## src/rtl/fetch_pkg.sv

```systemverilog
// Shared constants, the decode-bound entry type and PC arithmetic for the
// instruction-fetch stage.
package fetch_pkg;

    localparam int unsigned XLEN_C   = 64;
    localparam int unsigned ILEN_C   = 32;
    localparam int unsigned PC_INC_C = 4;

    typedef struct packed {
        logic [XLEN_C-1:0] pc;
        logic [ILEN_C-1:0] instr;
    } fetch_entry_t;

    // Sequential successor PC; the add wraps modulo 2^XLEN.
    function automatic logic [XLEN_C-1:0] pc_inc(input logic [XLEN_C-1:0] pc);
        return pc + XLEN_C'(PC_INC_C);
    endfunction

endpackage

```

## src/rtl/fetch_stage_sync_fifo.sv

```systemverilog
// Generic synchronous FIFO with registered storage, synchronous flush and an
// occupancy count; written data is visible at the head one cycle later.
module sync_fifo #(
    parameter int unsigned DEPTH = 2,
    parameter type         T     = logic,
    parameter int unsigned CNT_W = $clog2(DEPTH + 1)
) (
    input  logic             clk_i,
    input  logic             reset_ni,
    input  logic             flush_i,
    input  logic             push_i,
    input  T                 data_i,
    input  logic             pop_i,
    output T                 data_o,
    output logic             empty_o,
    output logic             full_o,
    output logic [CNT_W-1:0] count_o
);

    localparam int unsigned      PTR_W    = (DEPTH > 1) ? $clog2(DEPTH) : 1;
    localparam logic [PTR_W-1:0] LAST_PTR = PTR_W'(DEPTH - 1);
    localparam logic [CNT_W-1:0] DEPTH_C  = CNT_W'(DEPTH);

    T                 mem [DEPTH];
    logic [PTR_W-1:0] wr_ptr;
    logic [PTR_W-1:0] rd_ptr;
    logic             do_push;
    logic             do_pop;

    function automatic logic [PTR_W-1:0] next_ptr(input logic [PTR_W-1:0] p);
        return (p == LAST_PTR) ? '0 : p + 1'b1;
    endfunction

    assign empty_o = (count_o == '0);
    assign full_o  = (count_o == DEPTH_C);
    assign do_pop  = pop_i && !empty_o;
    // A full FIFO can still accept a push when the head leaves in the same cycle.
    assign do_push = push_i && (!full_o || do_pop);
    assign data_o  = mem[rd_ptr];

    // NOTE: sequential state uses non-blocking assignments so every flop
    // samples pre-edge values regardless of statement order.
    always_ff @(posedge clk_i or negedge reset_ni) begin
        if (!reset_ni) begin
            wr_ptr  <= '0;
            rd_ptr  <= '0;
            count_o <= '0;
        end else if (flush_i) begin
            wr_ptr  <= '0;
            rd_ptr  <= '0;
            count_o <= '0;
        end else begin
            if (do_push) wr_ptr <= next_ptr(wr_ptr);
            if (do_pop)  rd_ptr <= next_ptr(rd_ptr);
            if (do_push && !do_pop)      count_o <= count_o + 1'b1;
            else if (do_pop && !do_push) count_o <= count_o - 1'b1;
        end
    end

    // NOTE: storage is deliberately not reset; the count and pointers alone
    // decide which entries are meaningful, and unreset RAM maps to cheap cells.
    always_ff @(posedge clk_i) begin
        if (do_push && !flush_i) mem[wr_ptr] <= data_i;
    end

endmodule

```

## src/rtl/fetch_stage.sv

```systemverilog
// Instruction-fetch stage: issues in-order memory requests for the current PC,
// pairs responses with their PCs and hands {pc, instr} to decode.
module fetch_stage
    import fetch_pkg::*;
#(
    parameter int unsigned MAX_OUTSTANDING = 2,
    // Must match the package widths carried by fetch_entry_t.
    parameter int unsigned XLEN            = XLEN_C,
    parameter int unsigned ILEN            = ILEN_C
) (
    input  logic            clk_i,
    input  logic            reset_ni,
    input  logic [XLEN-1:0] pc_i,
    output logic [XLEN-1:0] pc_next_o,
    output logic            pc_ready_o,
    input  logic            redirect_i,
    input  logic [XLEN-1:0] redirect_pc_i,
    output logic            imem_req_o,
    output logic [XLEN-1:0] imem_addr_o,
    input  logic            imem_gnt_i,
    input  logic            imem_rvalid_i,
    input  logic [ILEN-1:0] imem_rdata_i,
    output logic            if_valid_o,
    output logic [XLEN-1:0] if_pc_o,
    output logic [ILEN-1:0] if_instr_o,
    input  logic            id_ready_i
);

    localparam int unsigned      CNT_W = $clog2(MAX_OUTSTANDING + 1);
    localparam logic [CNT_W:0]   MAX_C = (CNT_W + 1)'(MAX_OUTSTANDING);

    logic [CNT_W-1:0] outstanding;
    logic [CNT_W-1:0] resp_count;
    logic [CNT_W-1:0] drop;
    logic             credit_ok;
    logic             grant;
    logic             rsp_ok;
    logic             rsp_keep;
    logic             pcq_empty;
    logic             pcq_full;
    logic             resp_empty;
    logic             resp_full;
    logic [XLEN-1:0]  rsp_pc;
    fetch_entry_t     rsp_entry;
    fetch_entry_t     head;

    // Outstanding requests are exactly the PCs waiting in the in-flight FIFO.
    sync_fifo #(
        .DEPTH (MAX_OUTSTANDING),
        .T     (logic [XLEN-1:0]),
        .CNT_W (CNT_W)
    ) u_pc_fifo (
        .clk_i    (clk_i),
        .reset_ni (reset_ni),
        .flush_i  (1'b0),
        .push_i   (grant),
        .data_i   (pc_i),
        .pop_i    (rsp_ok),
        .data_o   (rsp_pc),
        .empty_o  (pcq_empty),
        .full_o   (pcq_full),
        .count_o  (outstanding)
    );

    sync_fifo #(
        .DEPTH (MAX_OUTSTANDING),
        .T     (fetch_entry_t),
        .CNT_W (CNT_W)
    ) u_resp_fifo (
        .clk_i    (clk_i),
        .reset_ni (reset_ni),
        .flush_i  (redirect_i),
        .push_i   (rsp_keep),
        .data_i   (rsp_entry),
        .pop_i    (if_valid_o && id_ready_i),
        .data_o   (head),
        .empty_o  (resp_empty),
        .full_o   (resp_full),
        .count_o  (resp_count)
    );

    // A response with nothing in flight is a protocol error and is ignored.
    assign rsp_ok    = imem_rvalid_i && !pcq_empty;
    assign rsp_keep  = rsp_ok && !redirect_i && (drop == '0);
    assign rsp_entry = '{pc: rsp_pc, instr: imem_rdata_i};

    assign imem_addr_o = pc_i;
    assign if_valid_o  = !resp_empty;
    assign if_pc_o     = head.pc;
    assign if_instr_o  = head.instr;

    always_comb begin
        // NOTE: every output gets a default first so no path infers a latch.
        pc_next_o  = pc_inc(pc_i);
        // Only issue when the response is guaranteed a slot in the buffer.
        credit_ok  = ({1'b0, outstanding} + {1'b0, resp_count}) < MAX_C;
        imem_req_o = reset_ni && !redirect_i && credit_ok && !resp_full && !pcq_full;
        grant      = imem_req_o && imem_gnt_i;
        pc_ready_o = reset_ni && (grant || redirect_i);
        if (reset_ni && redirect_i) pc_next_o = redirect_pc_i;
    end

    // Responses already in flight at a redirect belong to the old path.
    always_ff @(posedge clk_i or negedge reset_ni) begin
        if (!reset_ni) begin
            drop <= '0;
        end else if (redirect_i) begin
            drop <= outstanding - CNT_W'(rsp_ok);
        end else if (rsp_ok && (drop != '0)) begin
            drop <= drop - 1'b1;
        end
    end

    a_outstanding_max: assert property (@(posedge clk_i) disable iff (!reset_ni)
        {1'b0, outstanding} <= MAX_C);
    a_drop_le_outstanding: assert property (@(posedge clk_i) disable iff (!reset_ni)
        drop <= outstanding);
    a_pc_ready_cause: assert property (@(posedge clk_i) disable iff (!reset_ni)
        pc_ready_o |-> (grant || redirect_i));
    a_rvalid_in_flight: assert property (@(posedge clk_i) disable iff (!reset_ni)
        imem_rvalid_i |-> (outstanding != '0));

endmodule

```

## config.mk

```make
export PLATFORM = sky130hd
export DESIGN_NAME = fetch_stage
export DESIGN_NICKNAME = d
export VERILOG_FILES = /design/src/rtl/fetch_pkg.sv /design/src/rtl/fetch_stage_sync_fifo.sv /design/src/rtl/fetch_stage.sv
export SDC_FILE = /design/constraint.sdc
export NUM_CORES = 1
export LEC_CHECK = 0
export CAP_MARGIN = 10
export CORE_MARGIN = 1
export CORE_UTILIZATION = 30
export CTS_CLUSTER_DIAMETER = 50
export DETAILED_ROUTE_END_ITERATION = 10
export SLEW_MARGIN = 30
export SYNTH_ARGS = -nofsm -noshare
export SYNTH_HDL_FRONTEND = slang
export SYNTH_HIERARCHICAL = 1
export SYNTH_SLANG_ARGS = --single-unit
```

## constraint.sdc

```tcl
create_clock -name clk_i -period 13.5 [get_ports clk_i]
set_input_delay 2.7 -clock clk_i [delete_from_list [all_inputs] [get_ports clk_i]]
set_output_delay 2.7 -clock clk_i [all_outputs]
set_load 0.05 [all_outputs]
```

==> metrics <==
Syn. warnings=6; Pre-antenna DRT Iters=6; Post-synth EDFFs=320; Reg2Reg Setup Slack=9370 ps; worst min path class=flop to flop; Synth Flop Type=edfxtp_1; met3 usage=0.04250; Cells after DPL=1984; leak pwr=6.929 nW; Starting DRT DRC Count=between 400 and 500; Worst-Skew Late Latency=about 560 ps; Clock transition at path regs=60 ps; sequential area share after synthesis=0.6534; Initial Utilization=0.3064; CP Data Required Time=10800 ps; CP Launch Type=input pin; dpl hpwl=about 29000 um; Fmax=0.1065 GHz; post-synth top area share=0.6368; Worst Hold Launch=u_pc_fifo/mem[0][54]; initial antenna violation count=1; setup violators final=0; final count of hold timing violations=0; largest net degree at the start of global routing=87; status=finished, final reports clean; die width=around 230 um; cell with the most instances on the worst path=clkdlybuf4s50_1; grt total ovfl=0; Final #Nets=1535; maximum single-stage delay on the critical path=roughly 800 ps; VDD IR-drop max=between 0.08 and 0.09 mV; RR Endpoint=u_pc_fifo/mem[1][17]; Clock Sinks=330; hold_ws=537.6 ps; input/output buffers=392; most common cell after layout, fill and taps aside=clkdlybuf4s50_1; DR vias=9609; critical path class=input pin to primary output; Hold Path Sink=u_resp_fifo/mem[0][86]; Worst Reg2Reg Path Length in Cells=9; max-cap violation count=0; Final Non-Filler Cells=approximately 2.1k; RSZ-0062 raised after global routing=false; Cell variety after synth=53; Slew headroom=0.3852; CTS resizes=0; max-slew violations=0; Syn Area/Cell=14.97 um^2; # IOs=393; Routed Antenna Nets=0; CTS root buf=clkbuf_16; GRT Max-Usage Layer=met2; Clock Skew=18.81 ps; met2 usage=0.2731; vias per inst=around 4.7; crit path time final=9389 ps; Post-route DRC=0; Routed WL=approximately 42000 um; TritonCTS buffer count=43; top cells by area, synth=edfxtp_1, mux2_4, mux2_2; setup bufs post-CTS=0; Crit path max-delay family=simple AND/OR/NAND/NOR gates; Worst setup EP type=primary output; hold depth=1; Slew @ Worst Pin=913.7 ps; slowest CP cell=clkdlybuf4s50_1; die height=226.3 um; GP Congestion=0.7849; vias in the first global route=9711; diode count=0; clk buf depth=3; FP Rows=81; Cell Chain, Critical Path=clkdlybuf4s50_1 -> nand4_1 -> nor3_2 -> nand3_1 -> or4_1 -> a31oi_1 -> clkdlybuf4s50_1; met1 usage=0.1995; fin crit share=0.6955; WL/cell=between 20 and 25 um; Die ar.=51200 um^2; setup_tns=0 ps; Mapped Area=between 15000 and 20000 um^2; core area=49250 um^2; CTS tree=yes; most frequent cells in the layout=clkdlybuf4s50_1, edfxtp_1, mux2_2; Layout area overhead=37.40%; hold buffers post-CTS=0; cell count after synthesis=1008; CP bufs+invs=2; Arrival @ worst endpoint=6690 ps; ys async rst share=0.03030; GRT Total Usage=0.1610; fin util=0.4209; share of layout cells above drive strength 1=0.1888; worst r2r src=u_pc_fifo/count_o[0]; first-pass GRT wire length=60570 um; cell taking the most area after synthesis=edfxtp_1; Pwr per Cell Area=122.6 nW/um^2; critical path depth=7; total power=2.542 mW; H-tree depth=2; Seq cells post-synth=330; Max Fanout on Critical Path=13
==> sequential cells by signal, indices dropped and copies added (netlist names) <==
| name | flops |
|---|---|
| u_pc_fifo/wr_ptr | 1 |
| u_pc_fifo/count_o | 2 |
| u_resp_fifo/mem | 192 |
| u_resp_fifo/wr_ptr | 1 |
| drop | 2 |
| u_resp_fifo/rd_ptr | 1 |
| u_resp_fifo/count_o | 2 |
| u_pc_fifo/rd_ptr | 1 |
| u_pc_fifo/mem | 128 |
==> cell families after synthesis <==
family	Yosys count	synth area share
adders and majority gates	4	0.003815
muxes	167	0.1444
other	1	0.0002485
and+or+nand+nor	254	0.08632
AOI/OAI and AO/OA	93	0.03541
buffers and inverters	115	0.05083
xor gates and xnor gates	44	0.02554
DFF	330	0.6534
==> layer usage <==
layer | share of wire | wire, um
met2 | 0.49 | 20620
met1 | 0.42 | 17660
met3 | 0.063 | 2637
met5 | 0.00033 | 14
met4 | 0.022 | 907
==> power breakdown <==
part           leakage, nW  internal [mW]  switching, mW
clock network        0.678          0.680          0.447
registers             3.01           1.13        0.00248
logic                 3.24          0.109          0.178
total                 6.93           1.92          0.627
==> cell usage after synthesis (11+ instances only) <==
cell type and instances:
nand4_1 34, nor4_1 11, a31oi_1 19, nand3_1 24, nand2_1 76, mux2_4 81
or3_1 13, o21ai_0 42, buf_6 11, nor2_1 43, xor2_1 29, inv_1 14
buf_4 64, clkbuf_1 14, edfxtp_1 320, xnor2_1 15, o21ai_1 11, mux2_2 82
==> stage by stage <==
step                instance area, um^2  setup WS [ps]
floorplan                         15110           2401
global placement                  19300           4144
detailed placement                19320           4120
CTS                               20730           4103
global route                      20730           3896
finish                            20730           4111
==> worst max path at each step <==
stage | startpoint | to | slack, ps
6_report | pc_i[4] | pc_next_o[51] | 4110
5_1_grt | pc_i[4] | pc_next_o[51] | 3900
4_1_cts | pc_i[4] | pc_next_o[51] | 4100
3_5_place_dp | pc_i[4] | pc_next_o[51] | 4120
3_3_place_gp | pc_i[2] | pc_next_o[51] | 4140
2_1_floorplan | imem_rvalid_i | u_resp_fifo/mem[1][0] | 2400
==> area by class of cell <==
class | instances | area [um^2]
tap | 664 | 830.8
fill | 4592 | 28520
timing repair buffer | 407 | 4049
inverter | 14 | 52.55
sequential | 330 | 9867
clock inverter | 28 | 286.5
clock buffer | 50 | 1124
multi-input combinational | 569 | 4523
==> worst reg2reg max path, delay by kind of cell, from the launching register on <==
family          cells  cell delay (ps)
simple gates        5             1640
compound gates      1              130
fa+ha+maj           1              410
buf+inv             2             1010
flops               1              540
(Power assumes the default switching activity.)
